==> src/rtl/lsu_pkg.sv <==
// Shared types and constants for the load/store unit: funct3 widths, FSM states, lane geometry.
// No logic; imported by load_store_unit and lsu_load_extract.
// No flow control here.
package lsu_pkg;

  localparam logic [2:0] F3_B  = 3'b000;
  localparam logic [2:0] F3_H  = 3'b001;
  localparam logic [2:0] F3_W  = 3'b010;
  localparam logic [2:0] F3_BU = 3'b100;
  localparam logic [2:0] F3_HU = 3'b101;

  localparam int BYTE_W = 8;
  localparam int HALF_W = 16;
  localparam int WORD_W = 32;

  typedef enum logic {
    ST_IDLE  = 1'b0,
    ST_MERGE = 1'b1
  } lsu_state_e;

endpackage

==> src/rtl/lsu_load_extract.sv <==
// Load lane select with sign/zero extension of the memory word.
// Latency: combinational. Backpressure: none.
// Unknown funct3 yields zero.
module lsu_load_extract
  import lsu_pkg::*;
(
  input  logic [WORD_W-1:0] word,
  input  logic [2:0]        funct3,
  input  logic [1:0]        lane,
  output logic [WORD_W-1:0] data
);

  logic [BYTE_W-1:0] byte_sel;
  logic [HALF_W-1:0] half_sel;

  always_comb begin
    case (lane)
      2'd0:    byte_sel = word[7:0];
      2'd1:    byte_sel = word[15:8];
      2'd2:    byte_sel = word[23:16];
      default: byte_sel = word[31:24];
    endcase
    half_sel = lane[1] ? word[31:16] : word[15:0];

    case (funct3)
      F3_B:    data = {{24{byte_sel[7]}}, byte_sel};
      F3_H:    data = {{16{half_sel[15]}}, half_sel};
      F3_W:    data = word;
      F3_BU:   data = {24'd0, byte_sel};
      F3_HU:   data = {16'd0, half_sel};
      default: data = '0;
    endcase
  end

endmodule

==> src/rtl/load_store_unit.sv <==
// RV32I MEM-stage load/store initiator; sub-word stores run read-modify-write. LSU_MISALIGN_TRAP_EN enables misalignment trapping.
// Latency: loads/SW 1 cycle, SB/SH 2 cycles (read+stall, then merge write).
// Backpressure: o_stall held for the read cycle of SB/SH only, never two cycles running.
module load_store_unit
  import lsu_pkg::*;
#(
  parameter int ADDR_W = 32
) (
  input  logic              i_clk,
  input  logic              i_rst_n,
  input  logic              i_valid,
  input  logic              i_load,
  input  logic              i_store,
  input  logic [2:0]        i_funct3,
  input  logic [ADDR_W-1:0] i_addr,
  input  logic [31:0]       i_store_data,
  output logic [31:0]       o_load_data,
  output logic              o_stall,
  output logic              o_misaligned,
  output logic              o_mem_read,
  output logic              o_mem_write,
  output logic [ADDR_W-1:0] o_mem_address,
  output logic [31:0]       o_mem_write_data,
  input  logic [31:0]       i_mem_read_data
);

  lsu_state_e        state_q, state_d;
  logic [31:0]       word_q;
  logic [ADDR_W-1:0] addr_q;
  logic [1:0]        lane_q;
  logic              half_q;
  logic [15:0]       data_q;

  logic              is_ld, is_st, legal_ld, legal_st, is_half, is_word;
  logic              misaligned, do_ld, do_st, start_rmw;
  logic [ADDR_W-1:0] word_addr;
  logic [31:0]       extract_data, merge_data;

  assign is_ld     = i_valid & i_load & ~i_store;
  assign is_st     = i_valid & i_store & ~i_load;
  assign legal_ld  = i_funct3 inside {F3_B, F3_H, F3_W, F3_BU, F3_HU};
  assign legal_st  = i_funct3 inside {F3_B, F3_H, F3_W};
  assign is_half   = (i_funct3[1:0] == 2'b01);
  assign is_word   = (i_funct3 == F3_W);
  assign word_addr = {i_addr[ADDR_W-1:2], 2'b00};

`ifdef LSU_MISALIGN_TRAP_EN
  assign misaligned = (state_q == ST_IDLE) && ((is_ld && legal_ld) || (is_st && legal_st)) &&
                      ((is_half && i_addr[0]) || (is_word && (i_addr[1:0] != 2'b00)));
`else
  assign misaligned = 1'b0;
`endif

  assign do_ld = is_ld & legal_ld & ~misaligned;
  assign do_st = is_st & legal_st & ~misaligned;

  lsu_load_extract u_extract (
    .word   (i_mem_read_data),
    .funct3 (i_funct3),
    .lane   (i_addr[1:0]),
    .data   (extract_data)
  );

  always_comb begin
    merge_data = word_q;
    if (half_q) begin
      if (lane_q[1]) merge_data[31:16] = data_q;
      else           merge_data[15:0]  = data_q;
    end else begin
      case (lane_q)
        2'd0:    merge_data[7:0]   = data_q[7:0];
        2'd1:    merge_data[15:8]  = data_q[7:0];
        2'd2:    merge_data[23:16] = data_q[7:0];
        default: merge_data[31:24] = data_q[7:0];
      endcase
    end
  end

  always_comb begin
    state_d          = state_q;
    start_rmw        = 1'b0;
    o_mem_read       = 1'b0;
    o_mem_write      = 1'b0;
    o_mem_address    = '0;
    o_mem_write_data = '0;
    o_load_data      = '0;
    o_stall          = 1'b0;
    o_misaligned     = misaligned;
    case (state_q)
      ST_IDLE: begin
        if (do_ld) begin
          o_mem_read    = 1'b1;
          o_mem_address = word_addr;
          o_load_data   = extract_data;
        end else if (do_st && is_word) begin
          o_mem_write      = 1'b1;
          o_mem_address    = word_addr;
          o_mem_write_data = i_store_data;
        end else if (do_st) begin
          o_mem_read    = 1'b1;
          o_mem_address = word_addr;
          o_stall       = 1'b1;
          start_rmw     = 1'b1;
          state_d       = ST_MERGE;
        end
      end
      ST_MERGE: begin
        o_mem_write      = 1'b1;
        o_mem_address    = addr_q;
        o_mem_write_data = merge_data;
        state_d          = ST_IDLE;
      end
      default: state_d = ST_IDLE;
    endcase
    // Reset is synchronous, so outputs are forced quiet to drop a pending merge write.
    if (!i_rst_n) begin
      start_rmw        = 1'b0;
      o_mem_read       = 1'b0;
      o_mem_write      = 1'b0;
      o_mem_address    = '0;
      o_mem_write_data = '0;
      o_load_data      = '0;
      o_stall          = 1'b0;
      o_misaligned     = 1'b0;
    end
  end

  always_ff @(posedge i_clk) begin
    if (!i_rst_n) begin
      state_q <= ST_IDLE;
      word_q  <= '0;
      addr_q  <= '0;
      lane_q  <= '0;
      half_q  <= 1'b0;
      data_q  <= '0;
    end else begin
      state_q <= state_d;
      if (start_rmw) begin
        word_q <= i_mem_read_data;
        addr_q <= word_addr;
        lane_q <= i_addr[1:0];
        half_q <= is_half;
        data_q <= i_store_data[15:0];
      end
    end
  end

endmodule

==> config.mk <==
export PLATFORM = sky130hd
export DESIGN_NAME = load_store_unit
export DESIGN_NICKNAME = d
export VERILOG_FILES = /design/src/rtl/lsu_pkg.sv /design/src/rtl/lsu_load_extract.sv /design/src/rtl/load_store_unit.sv
export SDC_FILE = /design/constraint.sdc
export NUM_CORES = 1
export LEC_CHECK = 0
export CAP_MARGIN = 5
export CORE_MARGIN = 10
export CORE_UTILIZATION = 44
export DETAILED_ROUTE_END_ITERATION = 10
export GPL_ROUTABILITY_DRIVEN = 0
export PLACE_DENSITY_LB_ADDON = 0.25
export RECOVER_POWER = 50
export REMOVE_ABC_BUFFERS = 1
export SLEW_MARGIN = 20
export SYNTH_ARGS = -nofsm -noshare
export SYNTH_HDL_FRONTEND = slang
export SYNTH_SLANG_ARGS = --single-unit
==> constraint.sdc <==
create_clock -name i_clk -period 3.05 [get_ports i_clk]
set_clock_uncertainty 0.2 [all_clocks]
set_input_delay 0.7625 -clock i_clk [delete_from_list [all_inputs] [get_ports i_clk]]
set_output_delay 0.7625 -clock i_clk [all_outputs]
set_load 0.02 [all_outputs]
## Yosys cells after proc, flatten, opt, wreduce, memory -nomap -nowiden

Cells that the tools add are included.

| word-level totals | value |
|---|---|
| word-level logic and storage cells | 66 |
| bits of input ports | 104 |
| output and inout bits | 100 |
| flip-flop bits (word level) | 82 |

| operators by class | value |
|---|---|
| reductions and logical operators | 7 |
| multiplexer cells | 35 |
| bitwise gates (word level) | 9 |
| equal/unequal tests | 9 |

Operators by type and width:

| cell | number |
|---|---|
| $mux W32 | 11 |
| $pmux W32 S5 | 1 |
| $pmux W32 S2 | 2 |
| $mux W16 | 3 |
| $mux W8 | 4 |
| $pmux W8 S3 | 1 |
| $mux W1 | 11 |
| $and A1 B1 Y1 | 6 |
| $eq A2 B1 Y1 const B | 3 |
| $eq A3 B3 Y1 const B | 2 |
| $reduce_bool A5 Y1 | 1 |
| $eq A2 B2 Y1 const B | 2 |
| $logic_not A2 Y1 | 2 |
| $pmux W1 S2 | 2 |
| $eq A3 B1 Y1 const B | 1 |
| $eq A3 B2 Y1 const B | 1 |
| $logic_not A3 Y1 | 1 |
| $not A1 Y1 | 3 |
| $reduce_bool A3 Y1 | 1 |
| $reduce_or A3 Y1 | 1 |
| $logic_and A1 B1 Y1 | 1 |

## Logic depth before layout (Yosys ltp)

Gate-level depths: netlist of run 1.

| logic depth | value |
|---|---|
| word-level depth | 8 |
| gate-level depth with buffers | 8 |
| mapped depth without buffers | 5 |

## Hierarchy

Synthesis of run 1 repeated with hierarchy kept, for this count alone.

| unflattened totals | value |
|---|---|
| cells, all modules | 724 |
| area total of the unflattened synthesis | 5604.1 µm² |

Modules (own cells, without submodules):

| module | area an instance (µm²) | instances | cells an instance | sequential area each (µm²) |
|---|---|---|---|---|
| load_store_unit | 4559.4 | 1 | 591 | 1641.6 |
| lsu_load_extract | 1044.8 | 1 | 133 | 0.0 |

## Least setup slack after synthesis of run 1

No wires, ideal clock.

| timing path | value |
|---|---|
| kind | input-to-output |
| start | input i_funct3[0] |
| end | output o_mem_write_data[21] |
| stages on the path | 5 |
| required time | 2088 ps |
| setup slack | -146 ps |
| buffers on the path | 2 |
| arrival | 2234 ps |
| cells stage by stage | clkbuf_1 nor3b_1 a41oi_1 clkbuf_1 a211oi_1 |

| on the way | value |
|---|---|
| longest elaborated chain between the ends | 8 |
| elaborated cells on any way between the ends | 14 |
| classes of those cells | eq/ne: 4; mux: 4; bitwise: 2; reduce/logical: 4 |

Ends and longest elaborated chain:

| element | line | source |
|---|---|---|
| start: declaration | load_store_unit.sv:14 | `input logic [2:0] i_funct3,` |
| $eq A3 B1 Y1, or another cell as far along | load_store_unit.sv:41, load_store_unit.sv:42 |  |
| $reduce_bool A3 Y1 | load_store_unit.sv:42 | `assign legal_st = i_funct3 inside {F3_B, F3_H, F3_W};` |
| $and A1 B1 Y1 | load_store_unit.sv:55 | `assign do_st = is_st & legal_st & ~misaligned;` |
| $logic_and A1 B1 Y1 | load_store_unit.sv:95 | `end else if (do_st && is_word) begin` |
| $mux W32 | load_store_unit.sv:95 |  |
| $mux W32 (*) | load_store_unit.sv:91 | `if (do_ld) begin` |
| $pmux W32 S2 (*) | load_store_unit.sv:89 | `case (state_q)` |
| $mux W32 (*) | load_store_unit.sv:116 | `if (!i_rst_n) begin` |
| end: declaration | load_store_unit.sv:23 | `output logic [31:0] o_mem_write_data,` |

Mark *: on every way between the ends. The rest lies on a longest branch, timed or not.

## Worst setup path in the final report of run 1

| timing path | value |
|---|---|
| start | input i_store |
| end | output o_mem_address[18] |

| on the way | value |
|---|---|
| longest elaborated chain between the ends | 8 |
| elaborated cells on any way between the ends | 12 |
| classes of those cells | mux: 5; bitwise: 6; reduce/logical: 1 |

Ends and longest elaborated chain:

| element | line | source |
|---|---|---|
| start: declaration | load_store_unit.sv:13 | `input logic i_store,` |
| $and A1 B1 Y1 (2 in series) | load_store_unit.sv:40 | `assign is_st = i_valid & i_store & ~i_load;` |
| $and A1 B1 Y1 | load_store_unit.sv:55 |  |
| $mux W32 / $logic_and A1 B1 Y1 (equally long branches) | load_store_unit.sv:99, load_store_unit.sv:95 |  |
| $mux W32 | load_store_unit.sv:95 |  |
| $mux W32 (*) | load_store_unit.sv:91 |  |
| $pmux W32 S2 (*) | load_store_unit.sv:89 |  |
| $mux W32 (*) | load_store_unit.sv:116 |  |
| end: declaration | load_store_unit.sv:22 | `output logic [ADDR_W-1:0] o_mem_address,` |

Marked as above.

==> qor.csv, run 1 <==
stage,metric,value,unit
cts,root buffer cell,clkbuf_16,
critical_path,critical path arrival,2.05,ns
cts,H-tree levels,3,
sta,setup ws final,0.0391,ns
synthesis,post-synthesis sequential area ratio,32.9,%
synthesis,distinct cell type count after synthesis,46,
synthesis,Post-Synth Adder-Cell Area,0,%
min_path,Hold Crit Depth,2,
routing,DRT iter0 DRCs,529,
power_and_ir_drop,Internal Pwr Total,0.00192,W
run_status,status,completed,
critical_path,Worst Reg-to-Reg Cells,6,
sta,Final Cycle Share,98.7,%
global_routing,GRT overflow,0,
sta,Slew Limit Fails,0,
finish,"commonest non-fill, non-tap cells in the layout","197 x nand2_1, 102 x buf_4, 89 x clkdlybuf4s50_1",
synthesis,largest family of logic cells by synthesized area,compound AO/OA/AOI/OAI gates,
critical_path,Reg2Reg Setup Slack,0.57,ns
sta,final setup vio count,0,
finish,share of layout cells above drive strength 1,26.7,%
min_path,hold path startpoint,word_q[16]$_SDFFE_PN0P_,
placed_design,Final HPWL DP,14400,µm
cts,Worst-path clk slew,0.06,ns
routing,drt wl/cell,19.2,µm
routing,vias per std cell,5.70,
finish,"most common cell after layout, fill and taps aside",nand2_1,
power_and_ir_drop,Sw Share,26.1,%
routing,# DRC,0,
critical_path,CP startpoint,i_store,
sta,final hold vios,0,
routing,DRT Pass-1 Iters,7,
floorplanning,core footprint,11000,µm²
power_and_ir_drop,Combinational Power Share,18.1,%
finish,fin area,7650,µm²
global_routing,vias in the first global route,6036,
power_and_ir_drop,Leakage Power,3.11,nW
critical_path,"critical path fanouts, max",8,
cts,CTS sink cnt,82,
finish,Filler cells,902,
routing,Antenna Nets Post-Route,0,
critical_path,CP required,2.09,ns
critical_path,reg2reg end,word_q[11]$_SDFFE_PN0P_,
power_and_ir_drop,Clock power frac,40.2,%
min_path,Worst Hold Class,flip-flop to flip-flop,
sta,worst slew pin tran,1.12,ns
critical_path,CP startpoint kind,input port,
cts,Clock Latency Late Sink,0.33,ns
placed_design,"Cell Area, Placed",7450,µm²
routing,Total Wirelength,20000,µm
power_and_ir_drop,NetSw,0.000677,W
synthesis,"FFs w/ async S/R, synth",0,%
synthesis,mux contribution to synthesized area,3.84,%
synthesis,post-synthesis cell count,657,
cts,CTS buffer count,9,
finish,Area Overhead vs Synth,53.4,%
routing,via count,5923,
power_and_ir_drop,Pwr Density,339,nW/µm²
sta,Fmax achieved,0.332,GHz
power_and_ir_drop,Seq pwr share,41.7,%
cts,CTS Hold Buffers Added,0,
floorplanning,Initial Util,45.4,%
synthesis,Syn. warnings,0,
floorplanning,I/O pins,204,
synthesis,Synth Area in Compound Gates,34.3,%
finish,final net count,997,
critical_path,Critical R2R Launch,state_q$_SDFF_PN0_,
power_and_ir_drop,Peak VDD IR,0.253,mV
synthesis,simple-gate share of the synthesized area,20.5,%
cts,CTS tree,yes,
global_routing,Tot GR Track Use,23.4,%
sta,Tmin final,3.01,ns
floorplanning,die width,126,µm
synthesis,Syn Area/Cell,7.59,µm²
floorplanning,num rows,38,
flow_run,max cap viols,0,
global_routing,largest net degree at the start of global routing,82,
critical_path,Worst setup EP type,primary output,
finish,final core occ,69.7,%
synthesis,Synth Register Bits,82,
synthesis,mapped cell area,4990,µm²
min_path,Hold Path End,word_q[16]$_SDFFE_PN0P_,
critical_path,critical path class,input port to primary output,
global_routing,initial antenna violation count,1,
power_and_ir_drop,Pwr Total,0.00260,W
cts,CTS Buffer Depth,2,
synthesis,Main synth FF type,dfxtp_1,
placed_design,Port-buffer cells,200,
floorplanning,Die Footprint,16000,µm²
floorplanning,die height,126,µm
sta,RSZ-0062 raised after global routing,true,
sta,max_slew headroom,25.5,%
placed_design,post-place setup slack,-0.945,ns
synthesis,Post-synth EDFFs,0,
global_routing,first-pass GRT wire length,31300,µm
synthesis,xor/xnor share of the synthesized area,0,%
==> cells in the mapped netlist (2+ instances only) <==
master      n  share of area (%)
or3_1       7               0.88
nand2_1   197                 15
buf_4       3               0.45
a21boi_0    2               0.30
a211oi_1   32                4.8
o21ai_0    12                1.2
o22ai_1    15                1.9
o21ai_1     2               0.20
clkbuf_1   33                2.5
nor2b_1     3               0.38
dfxtp_1    82                 33
a21oi_1    27                2.7
a211o_1     2               0.35
a22o_1     37                6.5
a22oi_1    14                2.1
buf_2      10                1.0
inv_1       5               0.38
a21boi_1   79                 12
nand2b_1    2               0.25
nand3_1     2               0.20
mux2i_1    18                3.6
nor4_1      4               0.50
buf_6      16                3.6
a221oi_1    2               0.35
and2_1      3               0.38
a31oi_1     7               0.88
nor2_1     22                1.7
==> worst max-delay path by stage <==
stage                            to  slack, ns  cells after the start
6_report          o_mem_address[18]       0.04                      8
3_3_place_gp        o_load_data[21]      -0.88                      7
2_1_floorplan  o_mem_write_data[15]      -1.73                      3
5_1_grt             o_load_data[11]      -0.01                      8
3_5_place_dp      o_mem_address[28]      -0.95                      7
4_1_cts             o_load_data[22]      -0.03                      6
==> sequential cells by signal, summed over array words and instances (netlist names) <==
name	count
word_q	32
half_q	1
addr_q	30
lane_q	2
data_q	16
state_q	1
==> power by group through the flow <==
stage	combinational (W)	clock (W)	sequential (W)
6_report	0.000468	0.00104	0.00108
5_1_grt	0.000495	0.00110	0.00108
4_1_cts	0.000453	0.00106	0.00108
3_5_place_dp	0.000438	0	0.00111
3_3_place_gp	0.000430	0	0.00111
2_1_floorplan	0.000131	0	0.00111
==> repair_timing <==
action	in CTS	in global routing
endpoints found under the hold margin	0	0
gates cloned	4	0
pin swaps	11	4
endpoints found under the setup margin	178	79
gates resized for setup	480	55
buffers inserted	4	1
==> stage by stage <==
| stage | hold WS [ns] | setup TNS, ns | std cells |
|---|---|---|---|
| 5_1_grt | 0.290 | -0.0483 | 1039 |
| 2_1_floorplan | 0.232 | -213.98 | 595 |
| 3_5_place_dp | 0.243 | -111.61 | 1014 |
| 3_3_place_gp | 0.238 | -106.08 | 1014 |
| 6_report | 0.257 | 0 | 1039 |
| 4_1_cts | 0.253 | -0.261 | 1037 |
==> logic make-up (layout without fill, tap and decap cells) <==
kind of cell	after synthesis	in the layout
flops	82	82
other cells	1	4
compound gates	237	238
simple gates	247	247
buf+inv	71	309
mux	19	19
==> area by class of cell <==
type | instances | area, µm² | share of cell area (%)
diodes | 1 | 2.50 | 0.0327
clock buffers | 10 | 239 | 3.12
clock inverters | 6 | 48.8 | 0.637
inverters | 7 | 31.3 | 0.409
multi-input cells | 507 | 3110 | 40.6
flip-flops and latches | 82 | 1640 | 21.5
well taps | 140 | 175 | 2.29
repair buffers | 286 | 2400 | 31.4
==> per-layer routing <==
layer	GRT usage, %	wire length [µm]
met5	0	0
met4	9.31	762
met3	8.58	1930
met2	38.8	9270
met1	26.6	7990
==> worst max-delay path, stage by stage <==
cell and delay, ns:
buf_2 0.12, nand2b_4 0.14, a21bo_2 0.22, a211oi_4 0.16, buf_6 0.20, buf_12 0.14, a22o_1 0.14, buf_2 0.16
No activity file was read; power rests on OpenSTA's default activity.
==> run 2, diff against run 1 <==
--- a/config.mk
+++ b/config.mk
@@ -8,6 +8,7 @@
 export CAP_MARGIN = 5
 export CORE_MARGIN = 10
 export CORE_UTILIZATION = 44
+export CTS_CLUSTER_DIAMETER = 30
 export DETAILED_ROUTE_END_ITERATION = 10
 export GPL_ROUTABILITY_DRIVEN = 0
 export PLACE_DENSITY_LB_ADDON = 0.25
==> results of run 2 <==
The final DEF is identical to that of run 1; final timing and power are the same.
==> run 3, diff against run 2 <==
--- a/config.mk
+++ b/config.mk
@@ -7,8 +7,10 @@
 export LEC_CHECK = 0
 export CAP_MARGIN = 5
 export CORE_MARGIN = 10
-export CORE_UTILIZATION = 44
+export CORE_UTILIZATION = 45
+export CTS_BUF_LIST = sky130_fd_sc_hd__clkbuf_8
 export CTS_CLUSTER_DIAMETER = 30
+export CTS_CLUSTER_SIZE = 10
 export DETAILED_ROUTE_END_ITERATION = 10
 export GPL_ROUTABILITY_DRIVEN = 0
 export PLACE_DENSITY_LB_ADDON = 0.25
==> constraint.sdc (replaced) <==
create_clock -name i_clk -period 3.05 [get_ports i_clk]
set_clock_uncertainty 0.2 [all_clocks]
set_input_delay 0.61 -clock i_clk [delete_from_list [all_inputs] [get_ports i_clk]]
set_output_delay 0.61 -clock i_clk [all_outputs]
set_load 0.02 [all_outputs]
==> run 3 against run 2 <==
Effect of this change:
- total power down 6.9%
- flip-flop and latch count unchanged
- sequential power barely moved
- global-route usage down 0.68 points
- the flow now finishes with violations (negative setup slack)
- hold slack worse by 0.0027 ns
- combinational power fell by 7.7%
- register-to-register slack got worse by 0.21 ns
==> qor.csv, run 3 (same netlist as run 1, synthesis figures left out) <==
stage,metric,value,unit
run_status,status,finished with violations,
run_status,failing checks,negative setup slack,
power_and_ir_drop,Leakage Power,3.03,nW
finish,max reg flops,32,
sta,Slew Limit Fails,0,
critical_path,crit path buf inv count,5,
cts,H-tree levels,3,
cts,Worst-path clk slew,0.09,ns
power_and_ir_drop,Peak VDD IR,0.215,mV
critical_path,critical path class,input port to primary output,
critical_path,CP required,2.24,ns
placed_design,Port-buffer cells,200,
critical_path,Worst setup EP type,primary output,
power_and_ir_drop,Seq pwr share,44.8,%
floorplanning,die height,125,µm
critical_path,Reg2Reg Setup Slack,0.36,ns
routing,Total Wirelength,18900,µm
global_routing,Tot GR Track Use,22.7,%
finish,Area Overhead vs Synth,52.4,%
floorplanning,Initial Util,46.0,%
floorplanning,num rows,38,
floorplanning,die width,125,µm
finish,"most common cell after layout, fill and taps aside",nand2_1,
sta,max_slew headroom,31.6,%
finish,Regs by FF count,"word_q (32), addr_q (30), data_q (16)",
sta,Final Cycle Share,100,%
cts,CTS buffer count,9,
placed_design,Final HPWL DP,14000,µm
critical_path,CP top delay family,buffers and inverters,
power_and_ir_drop,Pwr Density,318,nW/µm²
sta,worst slew pin tran,1.03,ns
routing,Antenna Nets Post-Route,0,
routing,drt wl/cell,18.4,µm
power_and_ir_drop,Clock power frac,37.3,%
power_and_ir_drop,Sw Share,25.3,%
floorplanning,I/O pins,204,
critical_path,"critical path, cell by cell",dlygate4sd2_1 -> buf_4 -> nor2b_1 -> buf_4 -> a21o_1 -> buf_4 -> a22oi_1 -> a21oi_1 -> clkdlybuf4s15_2,
power_and_ir_drop,Combinational Power Share,17.9,%
global_routing,largest net degree at the start of global routing,82,
sta,RSZ-0062 raised after global routing,true,
critical_path,"critical path fanouts, max",10,
placed_design,Placed Cells incl. Taps,994,
critical_path,Crit-path slowest cell,dlygate4sd2_1,
critical_path,CP startpoint kind,input port,
sta,final hold slack,0.255,ns
finish,final net count,984,
finish,share of layout cells above drive strength 1,19.9,%
cts,CTS tree,yes,
cts,CTS Buffer Depth,2,
critical_path,Worst path most repeated cell,buf_4,
power_and_ir_drop,Internal Pwr Total,0.00180,W
routing,vias per std cell,5.69,
placed_design,post-place setup slack,-0.615,ns
routing,via count,5845,
global_routing,vias in the first global route,5698,
critical_path,critical path arrival,2.24,ns
cts,Clock Latency Late Sink,0.35,ns
critical_path,Worst path max stage delay,0.27,ns
routing,DRT Pass-1 Iters,6,
power_and_ir_drop,Pwr Total,0.00242,W
sta,final hold vios,0,
routing,DRT iter0 DRCs,407,
cts,root buffer cell,clkbuf_8,
sta,Fmax achieved,0.328,GHz
sta,Tmin final,3.05,ns
finish,"Cell Count, Final, Fillers Out",1027,
global_routing,GRT overflow,0,
global_routing,initial antenna violation count,2,
floorplanning,core footprint,10800,µm²
flow_run,max cap viols,0,
power_and_ir_drop,NetSw,0.000612,W
min_path,Worst Hold Class,flip-flop to flip-flop,
finish,"commonest non-fill, non-tap cells in the layout","197 x nand2_1, 94 x clkdlybuf4s50_1, 79 x dfxtp_1",
routing,# DRC,0,
global_routing,first-pass GRT wire length,29900,µm
sta,setup ws final,-0.00248,ns
cts,CTS sink cnt,82,
finish,Biggest register,word_q,
sta,final setup vio count,1,
floorplanning,Die Footprint,15700,µm²
[run 3: power by group through the flow]
stage / Combinational, W / Sequential [W] / Clock, W
after detailed placement: 0.000414 / 0.00111 / 0
final: 0.000432 / 0.00108 / 0.000900
after global routing: 0.000459 / 0.00108 / 0.000956
after global placement: 0.000407 / 0.00111 / 0
after floorplan: 0.000131 / 0.00111 / 0
after CTS: 0.000425 / 0.00108 / 0.000916
[run 3: layout make-up]
type | count | area [µm²]
Antenna cell | 2 | 5.00
Clock buffer | 10 | 138
Clock inverter | 6 | 88.8
Fill cell | 871 | 3240
Inverter | 7 | 27.5
Multi-Input combinational cell | 506 | 3060
Sequential cell | 82 | 1650
Tap cell | 140 | 175
Timing Repair Buffer | 274 | 2470
[run 3: final timing paths]
path	from	cells past startpoint	endpoint
min	data_q[8]$_SDFFE_PN0P_	2	data_q[8]$_SDFFE_PN0P_
max reg2reg	state_q$_SDFF_PN0_	6	word_q[18]$_SDFFE_PN0P_
min reg2reg	data_q[8]$_SDFFE_PN0P_	2	data_q[8]$_SDFFE_PN0P_
max	i_funct3[0]	9	o_load_data[11]
[run 3: what timing repair did]
action,4_1_cts,5_1_grt
setup buffers,8,5
hold buffers,0,0
pin swaps,5,7
setup endpoints to repair,98,78
resized for setup,251,52
hold endpoints to repair,0,0
gates cloned,2,0
[run 3: worst register-to-register path, delay by kind of cell, from the launching register on]
| kind | cells | cell delay [ns] |
|---|---|---|
| AO/OA/AOI/OAI | 1 | 0.16 |
| flip-flops | 1 | 0.35 |
| AND/OR/NAND/NOR | 3 | 1.07 |
| buffers and inverters | 2 | 0.84 |
[run 3: per-stage QoR]
stage               utilization, %  instance area, µm²  setup TNS [ns]
floorplan                        -                4610         -184.70
global placement              67.3                7300          -61.74
detailed placement            67.3                7300          -71.34
CTS                           70.0                7590               0
global route                  70.1                7600           -1.27
finish                        70.1                7600        -0.00248
[run 3: metal layers]
layer | part of all wire (%) | track usage (%) | up-vias
met5 | 0 | 0 | -
met4 | 3.0 | 7.99 | 0
met3 | 9.5 | 8.91 | 49
met2 | 47 | 37.2 | 285
met1 | 41 | 26.4 | 2740
li1 | - | - | 2771
